--- config.mk ---
export PLATFORM = sky130hd
export DESIGN_NAME = whole_operation
export DESIGN_NICKNAME = d
export VERILOG_FILES = /design/src/rtl/whole_operation.sv
export SDC_FILE = /design/constraint.sdc
export NUM_CORES = 1
export LEC_CHECK = 0
export ABC_AREA = 1
export CAP_MARGIN = 20
export CORE_AREA = 2 2 103 85
export CTS_CLUSTER_DIAMETER = 30
export DETAILED_ROUTE_END_ITERATION = 12
export DIE_AREA = 0 0 105 87
export GPL_TIMING_DRIVEN = 0
export PLACE_DENSITY = 0.73
export SYNTH_ARGS = -nofsm -noshare
export SYNTH_HDL_FRONTEND = slang
export SYNTH_SLANG_ARGS = --single-unit
--- constraint.sdc ---
create_clock -name clk -period 1.36 [get_ports clk]
set_input_delay 0.408 -clock clk [delete_from_list [all_inputs] [get_ports clk]]
set_output_delay 0.408 -clock clk [all_outputs]
set_load 0.02 [all_outputs]
--- src/rtl/whole_operation.sv ---
// whole_operation: 32-bit registered carry-select adder.
// {cout, sum} = x + y + cin, presented one clock after the operands are sampled.
// Datapath: eight 4-bit slices; slice 0 ripples from cin, slices 1-7 compute
// both carry-in cases and a 2:1 mux picks one using the previous slice's carry.
module whole_operation (
    input  logic        clk,
    input  logic        rst_n,
    input  logic [31:0] x,
    input  logic [31:0] y,
    input  logic        cin,
    output logic        cout,
    output logic [31:0] sum
);

    localparam int SLICE_W  = 4;
    localparam int N_SLICES = 8;

    // 4-bit ripple-carry adder built from a chain of full adders.
    // Returns {carry_out, sum[3:0]}.
    function automatic logic [SLICE_W:0] ripple4(
        input logic [SLICE_W-1:0] a,
        input logic [SLICE_W-1:0] b,
        input logic               c_in
    );
        logic [SLICE_W-1:0] s;
        logic               c;
        c = c_in;
        for (int k = 0; k < SLICE_W; k++) begin
            s[k] = a[k] ^ b[k] ^ c;
            c    = (a[k] & b[k]) | (a[k] & c) | (b[k] & c);
        end
        return {c, s};
    endfunction

    // Per-slice results for both carry-in assumptions, plus the selected carry.
    logic [SLICE_W:0]   slice_c0  [N_SLICES];
    logic [SLICE_W:0]   slice_c1  [N_SLICES];
    logic [N_SLICES:0]  carry_sel;
    logic [31:0]        sum_d;
    logic               cout_d;
    logic [31:0]        sum_q;
    logic               cout_q;

    // Speculative slice sums: both carry-in cases computed in parallel so the
    // only serial path through slices 1-7 is the select mux chain.
    always_comb begin
        for (int i = 0; i < N_SLICES; i++) begin
            slice_c0[i] = ripple4(x[i*SLICE_W +: SLICE_W], y[i*SLICE_W +: SLICE_W], 1'b0);
            slice_c1[i] = ripple4(x[i*SLICE_W +: SLICE_W], y[i*SLICE_W +: SLICE_W], 1'b1);
        end
    end

    // Carry-select chain: slice 0 uses the real cin, each later slice muxes
    // its precomputed result on the incoming selected carry.
    always_comb begin
        sum_d        = '0;
        carry_sel    = '0;
        carry_sel[0] = cin;
        for (int i = 0; i < N_SLICES; i++) begin
            if (carry_sel[i]) begin
                sum_d[i*SLICE_W +: SLICE_W] = slice_c1[i][SLICE_W-1:0];
                carry_sel[i+1]              = slice_c1[i][SLICE_W];
            end else begin
                sum_d[i*SLICE_W +: SLICE_W] = slice_c0[i][SLICE_W-1:0];
                carry_sel[i+1]              = slice_c0[i][SLICE_W];
            end
        end
        cout_d = carry_sel[N_SLICES];
    end

    // Output register: captures the 33-bit result every cycle; cleared
    // asynchronously so outputs read zero the moment reset asserts.
    always_ff @(posedge clk or negedge rst_n) begin
        if (!rst_n) begin
            sum_q  <= '0;
            cout_q <= 1'b0;
        end else begin
            sum_q  <= sum_d;
            cout_q <= cout_d;
        end
    end

    assign sum  = sum_q;
    assign cout = cout_q;

endmodule

==> Yosys cells after proc, flatten, opt, wreduce, memory -nomap -nowiden <==
Index checks and enable logic that the tools add are counted.
{ "totals": {"ff_bits": 33, "latch_bits": 0, "ramBits": 0, "romBits": 0, "inputBits": 67, "out_inout_bits": 33, "elab_cells": 346, "mem_count": 0} }
{ "op_classes": {"add_sub_neg": 0, "mul": 0, "n_div": 0, "n_lt_le_gt_ge": 0, "eq_ne": 0, "n_shift": 0, "muxes": 16, "n_bitwise": 328, "n_reduce_logical": 0} }
{ "op_table": {"columns": ["operator", "count"], "rows": [
  ["1-bit AND", 128],
  ["1-bit bitwise OR", 112],
  ["1-bit bitwise XOR", 80],
  ["4-bit 2-to-1 mux", 8],
  ["1-bit 2-to-1 mux", 8],
  ["1-bit inverter", 8]
]} }

==> Longest topological paths before layout <==
{ "depth": {"word_depth": 20, "mapped_depth": 22, "ltp_nobuf": 22} }

==> Worst setup path after synthesis <==
No wires, ideal clock.
{ "synth_path": {"kind": "input port to flip-flop", "startpoint": "in y[0]", "endpoint": "reg sum_q[30], in the netlist sum[30]", "setup_ns": 0.117, "arrival_ns": 2.127, "t_required_ns": 1.243, "slack_ns": -0.885, "path_stages": 20, "n_path_buf": 0, "cell_sequence": "inv_1 -> ha_1 -> inv_2 -> nand2_1 -> nand3_1 -> nand2_1 -> nand2_1 -> nand3_2 -> nand3_1 -> nand4_4 -> nand2_4 -> nand2_2 -> nand3_2 -> nand3b_4 -> nand2_4 -> nand2_4 -> nand2_4 -> nand2_1 -> nand3_1 -> nand2_1"} }
{ "synth_between": {"elab_chain_len": 20, "elab_cells_between_ends": 35, "cone_classes": "mux (8); bitwise (27)"} }
{ "synth_rtl": {"columns": ["item", "line", "rtl"], "rows": [
  ["start, declared", "9", "input logic [31:0] y,"],
  ["1-bit AND", "30", "c = (a[k] & b[k]) | (a[k] & c) | (b[k] & c);"],
  ["1-bit bitwise OR (2 in series)", "30", null],
  ["1-bit AND", "30", null],
  ["1-bit bitwise OR (2 in series)", "30", null],
  ["1-bit AND", "30", null],
  ["1-bit bitwise OR (2 in series)", "30", null],
  ["1-bit AND", "30", null],
  ["1-bit bitwise OR (2 in series)", "30", null],
  ["1-bit 2-to-1 mux * (7 in series)", "60", "if (carry_sel[i]) begin"],
  ["4-bit 2-to-1 mux *", "60", null],
  ["net sum_d[30]", "39", "logic [31:0] sum_d;"],
  ["end signal, assigned", "78", "sum_q <= sum_d;"],
  ["end, declared", "41", "logic [31:0] sum_q;"]
]} }
Mark *: on every way through the listed nets, which the timed path passes. The rest lies on a longest branch.

==> Worst setup path in the final report <==
{ "layout_path": {"startpoint": "in x[4]", "endpoint": "reg sum_q[31], in the netlist sum[31]"} }
{ "layout_between": {"elab_chain_len": 19, "elab_cells_between_ends": 34, "cone_classes": "mux (7); bitwise (27)"} }
{ "layout_rtl": {"columns": ["item", "line", "rtl"], "rows": [
  ["start, declared", "8", "input logic [31:0] x,"],
  ["1-bit AND", "30", null],
  ["1-bit bitwise OR (2 in series)", "30", null],
  ["1-bit AND", "30", null],
  ["1-bit bitwise OR (2 in series)", "30", null],
  ["1-bit AND", "30", null],
  ["1-bit bitwise OR (2 in series)", "30", null],
  ["1-bit AND", "30", null],
  ["1-bit bitwise OR (2 in series)", "30", null],
  ["1-bit 2-to-1 mux * (6 in series)", "60", null],
  ["4-bit 2-to-1 mux *", "60", null],
  ["net sum_d[31]", "39", null]
]} }
Marked as above.

==> results.toml <==
[clocking]
path_clk_slew_ns = 0.08
cts_sinks = 33
cts_tree = "yes"
cts_buffers = 5
cts_hold_buffers = 0
root_buffer = "clkbuf_8"
htreeDepth = 2
clockBufferDepth = 2

[detailed_routing]
antenna_left = 0
vias_per_cell = 4.72
via_count = 2978
wl_mm = 8.42
first_pass_iters = 4
drc_errors = 0
drt-initial-drc-count = 41
post_drt_wl_per_cell_um = 13.3

[pwr]
total_power_mw = 5.11
power.share.switching_pct = 39.7
p_per_area_nw_per_um2 = 1010
comb_power_share_pct = 54.5
intPower_mw = 3.08
sequentialPowerShare_pct = 26.2
p_sw_mw = 2.03
p_leak_nw = 2.45
power_frac_clock_pct = 19.3
max-vdd-ir-drop_uv = 563

[floorplanning]
dieWidth_um = 105
ios = 100
start_util_pct = 35.8
die_y_um = 87
coreArea_um2 = 8180
die_area_um2 = 9140
rows = 30

[finish]
ff_latch_area_um2 = 826
fin_util_pct = 61.6
diodes = 0
multi_input_area_um2 = 2410
postLayoutCellArea_um2 = 5040
drive_above_1_share_pct = 43.9
nets = 625
synthToLayoutAreaGrowth_pct = 72.3
fillers = 728
final_cells = 631

[sta]
worst_pin_slew_ns = 0.826
min_period_ns = 2.23
setup_viol = 29
rsz0062_at_grt = "true"
timing.final.ws_setup_ns = -0.869
max_slew_margin_pct = 44.9
final_hold_viol_count = 0
fin_crit_sh_pct = 164
fmaxAchievable_mhz = 449
finalMaxSlewViolations = 0

[synth]
synth.ff_latch_count = 33
yosysSeqAreaShare_pct = 28.2
syn_area_um2 = 2930
syn_inst = 370
synth_fp_nets = 477
synthDistinctLibCells = 28
yosysWarnings = 0
postSynthAreaPerCell_um2 = 7.91

[outcome]
status = "complete, but fails checks"
failed_checks = "negative setup slack"

[setup_path]
startpoint_type = "input pin"
cp_max_fo = 7
crit_chain = "buf_8 -> ha_4 -> nand2_4 -> nand3_4 -> nand2_2 -> nand2_1 -> nand2_1 -> nand2_2 -> nor2_2 -> nand3_2 -> nand3_4 -> nand2_4 -> nand2_4 -> nand3b_4 -> nand3_4 -> nand3_4 -> nand2_8 -> nand2_4 -> nand3_2 -> nand2_1"
cp.required_ns = 1.54
crit_arrival_ns = 2.40
critPathKind = "input pin to register"
end_kind = "register"
critPathSlowestCell = "ha_4"
slowest_delay_ns = 0.17

[hold_path]
holdCritPathClass = "input pin to asynchronous set/reset pin"

[grt]
grt_overflow = 0
antenna_found_initial = 0
grt_pass1_wl_mm = 13.3
grt_pass1_vias = 3060
grtUsageTotal_pct = 17.6
grt_max_degree = 34

[place]
dp_hpwl_mm = 5.65
gp_congestion = 0.776
placement.cell_area_um2 = 4170
io_buffers = 99
dp.cells = 581
dp_slack_ns = -1.84

[run]
maxCapViolations = 0
-- cells by family (layout without fill, tap and decap cells) --
logic type | after synthesis | count (layout) | synth area share (%)
simple gates | 158 | 158 | 28.7
flops | 33 | 33 | 28.2
xor+xnor | 29 | 29 | 8.68
buf+inv | 64 | 213 | 8.21
compound gates | 43 | 43 | 8.04
fa+ha+maj | 40 | 40 | 17.1
mux | 3 | 3 | 1.03
-- layout make-up --
| class | count | share of cell area [%] |
|---|---|---|
| multi-input cells | 273 | 47.8 |
| repair buffers | 141 | 25.3 |
| flip-flops and latches | 33 | 16.4 |
| inverters | 64 | 5.41 |
| well taps | 112 | 2.78 |
| clock buffers | 7 | 1.71 |
| clock inverters | 1 | 0.596 |
-- layout by cell type, fill, tap and decap left out, types with 4 or more instances in the layout --
cell type / count
inv_1: 48
dfrtp_1: 33
clkdlybuf4s50_1: 33
nor2_1: 31
nand2_1: 29
buf_6: 28
ha_1: 26
nand2_2: 22
buf_4: 22
clkbuf_2: 21
xor2_1: 18
nand2_4: 16
nand3_1: 15
a21oi_1: 14
nand3_4: 13
dlygate4sd2_1: 12
nor2_2: 10
o21ai_2: 10
xnor2_1: 10
ha_4: 10
nand3_2: 9
clkdlybuf4s15_2: 9
inv_2: 8
o21ai_1: 7
buf_2: 7
inv_4: 6
clkbuf_8: 6
a21oi_2: 5
ha_2: 4
clkdlybuf4s15_1: 4
-- sequential cells by signal (all words and copies together), names as in the netlist --
register,cells
sum,32
cout,1
-- synth_stat cells --
library cell | n | area, um^2
o211ai_1 | 1 | 7.51
nand2_1 | 58 | 218
a21oi_2 | 1 | 8.76
nand3_4 | 4 | 70.1
nor2_2 | 1 | 6.26
nand3_1 | 28 | 140
xnor2_1 | 11 | 96.3
a21oi_1 | 19 | 95.1
or2_4 | 1 | 8.76
nand2_4 | 6 | 67.6
nand3_2 | 5 | 50.1
nand4_4 | 1 | 21.3
nand3b_4 | 2 | 40.0
nor3_1 | 1 | 5.00
mux2i_1 | 3 | 30.0
dfrtp_1 | 33 | 826
o21bai_1 | 1 | 7.51
inv_1 | 62 | 233
inv_2 | 2 | 7.51
or2_2 | 1 | 6.26
nand2_2 | 6 | 37.5
or2_1 | 2 | 12.5
o21ai_0 | 16 | 80.1
xor2_1 | 18 | 158
nor2_1 | 42 | 158
ha_1 | 40 | 500
o21ai_1 | 4 | 20.0
a21oi_4 | 1 | 16.3
-- power groups by stage --
stage | Sequential (mW) | Combinational, mW | Clock, mW
2_1_floorplan | 1.75 | 1.00 | 0
3_3_place_gp | 1.36 | 2.37 | 0
3_5_place_dp | 1.36 | 2.43 | 0
4_1_cts | 1.35 | 2.68 | 1.02
5_1_grt | 1.37 | 3.00 | 1.06
6_report | 1.34 | 2.78 | 0.988
-- stage by stage --
step / hold slack (ns) / setup TNS (ns)
after floorplan: 0.112 / -15.29
after global placement: 1.11 / -75.32
after detailed placement: 0.556 / -44.54
after CTS: 0.239 / -15.01
after global routing: 0.264 / -19.41
final: 0.214 / -17.11
-- timing repair --
item,in CTS,in global routing
setup buffers,42,10
pin swaps,57,47
resized for setup,283,84
endpoints found under the setup margin,65,51
-- metal layers --
layer  track usage (%)  wire length [um]
met2              33.0              4420
met5                 0                 0
met3              3.81               330
met1              19.8              3460
met4              6.67               214
-- worst max-delay path: cells and delay by family --
| kind | cells | cell delay [ns] |
|---|---|---|
| buf+inv | 1 | 0.11 |
| simple gates | 18 | 1.72 |
| fa+ha+maj | 1 | 0.17 |
-- worst paths after layout --
check / cells after the start / end / from / slack [ns]
min: 1 / sum[14] / rst_n / 0.21
max: 20 / sum[31] / x[4] / -0.87
max in group asynchronous: 1 / sum[8] / rst_n / 0.62
min in group clk: 3 / sum[9] / y[9] / 0.43
Note: power is estimated with default switching activity, not from simulation.
